### src/rtl/pp_state_dump.sv
// pp_state_dump: snapshots pc, GPRs and cy/z on request and streams them as a framed word sequence.
// Defining PP_DUMP_CHECKSUM_EN appends a trailing XOR checksum word to every frame.
module pp_state_dump #(
    parameter int         DATA_W  = 16,
    parameter int         NREG    = 8,
    parameter logic [7:0] HDR_TAG = 8'hA5
) (
    input  logic                   clk,
    input  logic                   rst_n,
    input  logic                   i_dump_req,
    input  logic [DATA_W-1:0]      i_pc,
    input  logic [NREG*DATA_W-1:0] i_rf_flat,
    input  logic                   i_cy,
    input  logic                   i_z,
    output logic [DATA_W-1:0]      o_dout,
    output logic                   o_dout_valid,
    input  logic                   i_dout_ready,
    output logic                   o_dout_last,
    output logic                   o_dump_busy,
    output logic                   o_dump_overrun,
    output logic [15:0]            o_dump_cnt
);

`ifdef PP_DUMP_CHECKSUM_EN
    localparam int LAST = NREG + 2;
`else
    localparam int LAST = NREG + 1;
`endif
    localparam int               IDX_W    = $clog2(LAST + 1);
    localparam logic [IDX_W-1:0] LAST_IDX = IDX_W'(LAST);

    typedef enum logic {
        IDLE,
        SEND
    } state_t;

    state_t            r_state;
    state_t            w_next_state;
    logic [IDX_W-1:0]  r_idx;
    logic [DATA_W-1:0] r_pc;
    logic [DATA_W-1:0] r_rf [NREG];
    logic              r_cy;
    logic              r_z;
    logic              r_overrun;
    logic [15:0]       r_cnt;

    logic              w_accept;
    logic              w_fire;
    logic              w_final;
    logic [DATA_W-1:0] w_hdr;
    logic [DATA_W-1:0] w_word;

    assign w_accept = (r_state == IDLE) && i_dump_req;
    assign w_fire   = (r_state == SEND) && i_dout_ready;
    assign w_final  = w_fire && (r_idx == LAST_IDX);

    always_ff @(posedge clk or negedge rst_n) begin
        if (!rst_n) begin
            r_state <= IDLE;
        end else begin
            r_state <= w_next_state;
        end
    end

    always_comb begin
        w_next_state = r_state;
        case (r_state)
            IDLE: begin
                if (w_accept) begin
                    w_next_state = SEND;
                end
            end
            SEND: begin
                if (w_final) begin
                    w_next_state = IDLE;
                end
            end
            default: w_next_state = IDLE;
        endcase
    end

    // Shadow copy of the architectural state; only refreshed when a request is accepted.
    always_ff @(posedge clk or negedge rst_n) begin
        if (!rst_n) begin
            r_pc <= '0;
            r_cy <= 1'b0;
            r_z  <= 1'b0;
            for (int i = 0; i < NREG; i++) begin
                r_rf[i] <= '0;
            end
        end else if (w_accept) begin
            r_pc <= i_pc;
            r_cy <= i_cy;
            r_z  <= i_z;
            for (int i = 0; i < NREG; i++) begin
                r_rf[i] <= i_rf_flat[DATA_W*i +: DATA_W];
            end
        end
    end

    always_ff @(posedge clk or negedge rst_n) begin
        if (!rst_n) begin
            r_idx <= '0;
        end else if (w_accept) begin
            r_idx <= '0;
        end else if (w_fire && !w_final) begin
            r_idx <= r_idx + 1'b1;
        end
    end

    always_ff @(posedge clk or negedge rst_n) begin
        if (!rst_n) begin
            r_overrun <= 1'b0;
            r_cnt     <= '0;
        end else begin
            if (w_accept) begin
                r_overrun <= 1'b0;
            end else if ((r_state == SEND) && i_dump_req) begin
                r_overrun <= 1'b1;
            end
            if (w_final) begin
                r_cnt <= r_cnt + 16'd1;
            end
        end
    end

    assign w_hdr = {HDR_TAG, {(DATA_W-10){1'b0}}, r_cy, r_z};

`ifdef PP_DUMP_CHECKSUM_EN
    logic [DATA_W-1:0] w_csum;

    always_comb begin
        w_csum = w_hdr ^ r_pc;
        for (int i = 0; i < NREG; i++) begin
            w_csum = w_csum ^ r_rf[i];
        end
    end
`endif

    // Word select: header, pc, then GPRs in index order (checksum last when enabled).
    always_comb begin
        w_word = '0;
        if (r_idx == IDX_W'(0)) begin
            w_word = w_hdr;
        end else if (r_idx == IDX_W'(1)) begin
            w_word = r_pc;
        end
`ifdef PP_DUMP_CHECKSUM_EN
        else if (r_idx == LAST_IDX) begin
            w_word = w_csum;
        end
`endif
        for (int i = 0; i < NREG; i++) begin
            if (r_idx == IDX_W'(i + 2)) begin
                w_word = r_rf[i];
            end
        end
    end

    assign o_dout_valid   = (r_state == SEND);
    assign o_dout         = (r_state == SEND) ? w_word : '0;
    assign o_dout_last    = (r_state == SEND) && (r_idx == LAST_IDX);
    assign o_dump_busy    = (r_state == SEND);
    assign o_dump_overrun = r_overrun;
    assign o_dump_cnt     = r_cnt;

endmodule
### config.mk
export PLATFORM = sky130hd
export DESIGN_NAME = pp_state_dump
export DESIGN_NICKNAME = d
export VERILOG_FILES = /design/src/rtl/pp_state_dump.sv
export SDC_FILE = /design/constraint.sdc
export NUM_CORES = 1
export LEC_CHECK = 0
export ABC_AREA = 1
export CAP_MARGIN = 15
export CORE_ASPECT_RATIO = 1.4
export CORE_MARGIN = 4
export CORE_UTILIZATION = 50
export DETAILED_ROUTE_END_ITERATION = 10
export PLACE_DENSITY = 0.85
export SETUP_SLACK_MARGIN = 0.3
export SLEW_MARGIN = 20
export SYNTH_ARGS = -nofsm -noshare
export SYNTH_HDL_FRONTEND = slang
export SYNTH_SLANG_ARGS = --single-unit
### constraint.sdc
create_clock -name clk -period 2.7 [get_ports clk]
set_clock_uncertainty 0.2 [all_clocks]
set_input_delay 0.405 -clock clk [delete_from_list [all_inputs] [get_ports clk]]
set_output_delay 0.405 -clock clk [all_outputs]
set_load 0.03 [all_outputs]
* Word-level counts from Yosys, hierarchy flattened
Cells that the tools add are included.
** Word-level totals
- Bits in registers :: 168
- Input port bits :: 150
- Output and inout bits :: 36
- Logic and storage cells :: 55
** Operators by class
- Add/sub/neg operators :: 2
- Equal/unequal tests :: 9
- Mux-type cells :: 18
- Bitwise operators :: 1
- Reduce and logical (&&, ||, !) cells :: 10
** Operators by type and width (count)
- 16-bit 2-to-1 mux :: 11
- 16-bit by 1-bit adder with 16-bit output (second input constant) :: 1
- 4-bit by 3-bit equality test with 1-bit output (second input constant) :: 4
- 4-bit by 2-bit equality test with 1-bit output (second input constant) :: 2
- 4-bit equality test (second input constant) :: 2
- 4-bit 2-to-1 mux :: 2
- 1-bit logical AND :: 6
- 4-bit by 1-bit adder with 4-bit output (second input constant) :: 1
- 4-bit by 1-bit equality test with 1-bit output (second input constant) :: 1
- 4-bit zero test :: 1
- 1-bit 2-to-1 mux :: 4
- 2-bit nonzero test :: 2
- 1-bit case mux with 2 select lines :: 1
- 1-bit zero test :: 1
- 1-bit inverter :: 1

* Depth between registers and ports, before layout
- Word-level depth :: 12
- Mapped depth :: 16
- Mapped depth without buffers :: 14

* Worst setup path after synthesis
OpenSTA, ideal clock, no wires.
- Path kind :: register to output
- From :: reg r_idx[0]
- To :: out o_dout[0]
- Arrival time :: 2.050 ns
- Required time :: 2.095 ns
- Path slack :: 0.045 ns
- Stages on the path, launching flop included :: 13
- Path buffers :: 2
- Path through :: dfrtp_1 > inv_1 > ha_1 > buf_2 > buf_1 > nand3_1 > nand3_1 > nor2_1 > o21bai_1 > nand2_1 > nand2_1 > nand2_1 > a21oi_1
** On the way
- Word-level cells in the longest chain between the ends :: 12
- Elaborated cells on any way between the ends :: 21
- Classes of those cells :: 9 x eq/ne; 11 x mux; 1 x reduce/logical
** Ends and longest elaborated chain
- start, declared :: RTL line 39 : logic [IDX_W-1:0] r_idx;
- start signal, assigned :: RTL line 107 : r_idx <= r_idx + 1'b1;
- 4-bit by 1-bit equality test with 1-bit output :: RTL line 145 : end else if (r_idx == IDX_W'(1)) begin
- 16-bit 2-to-1 mux :: RTL line 145
- 16-bit 2-to-1 mux :: RTL line 143 : if (r_idx == IDX_W'(0)) begin
- 16-bit 2-to-1 mux (7 in a row) :: RTL line 154 : if (r_idx == IDX_W'(i + 2)) begin
- 16-bit 2-to-1 mux * :: RTL line 154
- 16-bit 2-to-1 mux * :: RTL line 161 : assign o_dout = (r_state == SEND) ? w_word : '0;
- end, declared :: RTL line 15 : output logic [DATA_W-1:0] o_dout,
Mark *: on every way between the ends. The rest lies on a longest branch, timed or not.

* Worst setup path in the final report
- From :: reg r_idx[1]
- To :: out o_dout[14]
Same word-level chain as after synthesis.

==> impl_metrics.toml <==
[critical_path]
critPathRequiredTime_ps = 2100
start_kind = "flip-flop"
arrival_ps = 2450
cp_max_fo = 24
critPathKind = "flip-flop to output port"
critPathCaptureType = "output port"
r2r_cells = 12

[yosys]
synth-seq-cells = 168
ys_warn_count = 0
synth_xor_area_share_pct = 1.56
syn-instance-count = 1149
synth-simple-area-share_pct = 36.3
synth_cell_types = 38
syn_nets = 1305
synthAdderAreaFrac_pct = 0.890
yosysSeqAreaShare_pct = 49.9
syn_avg_cell_area_sq_um = 7.34
synth.mux.area_fraction_pct = 0.134
netlist_area_sq_um = 8430
synth_top_family_by_area = "simple AND/OR/NAND/NOR gates"
synth_compound_area_share_pct = 3.74

[timing]
finalSetupViolCount = 16
period_share_pct = 113
worst_slew_pin_slew_ps = 579
fin_ws_ps = -360
rsz0062_at_grt = "true"
whs_ps = 270
drv_slew = 0
max_slew_margin_pct = 61.4
fmax_mhz = 327
fin_crit_ps = 3060
hold_viol_final = 0

[grt]
antenna_found_initial = 1
grt_pass1_wl_um = 43800
grt_max_degree = 95
track_usage_pct = 29.2
overflow = 0
grt_pass1_vias = 8529

[floorplanning]
die_h_um = 162
pin_count = 186
initial_core_util_pct = 51.5
die_area_sq_um = 19000
core_area_sq_um = 16400
die_w_um = 118
rows = 55

[routing]
drt_wl_total_um = 28600
via_per_inst = 5.39
drtIter0Drc = 851
via_count = 8451
drtPass1Iterations = 6
drc_errors = 0
drtAntennaViolNets = 0
wire_per_inst_um = 18.3

[place]
portBuffers = 185
dp_hpwl_um = 18400
post-place-ws_ps = 19.1
place_congestion = 0.966

[power_and_ir_drop]
p_leak_nw = 6.16
switchingPower_mw = 5.85
seq_power_share_pct = 33.1
ir_drop_mv = 0.755
p_int_mw = 7.79
pwr-share-comb_pct = 48.8
powerDensity_nw_per_um2 = 1140
netSwitchingFraction_pct = 42.9
clockPowerShare_pct = 18.1

[finish]
final_common_cell = "nand2_1"
drive_gt1_share_pct = 17.0
syn2layout_area_growth_pct = 42.2
mostFrequentLayoutCells = "nand2_1 (545), dfrtp_1 (168), clkdlybuf4s50_1 (166)"
nets = 1513

[status]
violations = "negative setup slack"
status = "finished, violations left"

[flow_run]
cap_violations = 0

[min_path]
worstHoldPathCells = 2
min_path_type = "flip-flop to flip-flop"

[clock_network]
cts_buffer_depth = 2
htreeDepth = 4
clock_sinks = 168
clk-insertion-delay-late_ps = 440
cts-root-buf = "clkbuf_16"
cts_tree = "yes"
numCtsBuffers = 17
path_clk_slew_ps = 60
worst paths after layout:
| kind | startpoint | endpoint | slack [ps] |
|---|---|---|---|
| setup / recovery | r_idx[1] | o_dout[14] | -360 |
| hold / removal | r_rf[54] | r_rf[54] | 270 |
| setup reg to reg | r_idx[1] | o_dump_cnt[14] | 320 |
| hold reg to reg | r_rf[54] | r_rf[54] | 270 |
| max in group asynchronous | rst_n | r_rf[46] | 1270 |
| min in group asynchronous | rst_n | o_dump_overrun | 320 |
layout make-up:
type	instances	area [sq um]
inverters	108	417
diodes	1	2.50
multi-input cells	825	4080
clock buffers	20	467
fillers	1105	4390
well taps	199	249
flip-flops and latches	168	4200
clock inverters	10	123
repair buffers	237	2450
routing by layer:
layer	vias up	global-route usage, %	part of all wire, %
met5	-	0	0
met4	0	17.3	6.4
met3	127	7.24	7.5
met2	473	49.3	50
met1	3961	33.6	36
li1	3890	-	-
repair_timing:
item,CTS,global route
gates resized for setup,79,61
endpoints found under the hold margin,57,0
hold buffers,1,0
buffers inserted,17,7
pin swaps,22,36
cloned,4,1
endpoints found under the setup margin,25,22
state kept, by name, indices dropped and copies added (netlist names):
register,cells
r_z,1
o_dout_valid,1
r_idx,4
o_dump_overrun,1
o_dump_cnt,16
r_rf,128
r_cy,1
r_pc,16
power groups by stage:
stage               Combinational, mW  Sequential (mW)  Clock [mW]
finish                           6.66             4.51        2.47
global route                     7.21             4.60        2.57
CTS                              6.05             4.44        2.46
detailed placement               5.30             4.44           0
global placement                 5.16             4.42           0
floorplan                        3.31             4.24           0
logic make-up after synthesis:
| logic type | Yosys count |
|---|---|
| xor+xnor | 15 |
| compound gates | 61 |
| fa+ha+maj | 6 |
| simple gates | 738 |
| flops | 168 |
| mux | 1 |
| buf+inv | 160 |
worst max-delay path, stage by stage, from the launching register on:
cell and delay [ps]:
dfrtp_1 430, buf_6 150, ha_4 250, inv_2 90
nor2_4 150, inv_6 100, buf_4 160, nand2_1 110
inv_1 50, nand2_1 100, nand3_2 70, nand3_1 80
nand2_1 60, inv_1 80, buf_6 140
synth_stat cells (all sizes together):
cell type,instances,area share (%)
a21oi,7,0.46
xor2,9,0.93
inv,107,4.8
mux2,1,0.13
a211oi,1,0.089
nand2,583,26
nand3,49,3.1
dfrtp,168,50
clkinv,1,0.044
nor2,60,3.3
nand3b,4,0.36
and3,1,0.074
nor3,2,0.12
xnor2,6,0.62
ha,6,0.89
nor4,2,0.22
o21bai,1,0.089
or2,28,2.1
o21ai,51,3.0
buf,18,1.2
clkbuf,34,1.5
a31oi,1,0.074
nand4,9,0.99
metrics by stage:
stage               instances  utilization (%)  setup TNS [ps]  cell area, sq um  power (mW)
global placement         1507             64.9               0             10600        9.58
finish                   1568             73.2           -4860             12000        13.6
detailed placement       1507             64.9               0             10600        9.73
global route             1568             73.2           -6290             12000        14.4
floorplan                1149                -               0              8480        7.55
CTS                      1559             71.4           -3060             11700        13.0
No activity file was read; power rests on OpenSTA's default activity.
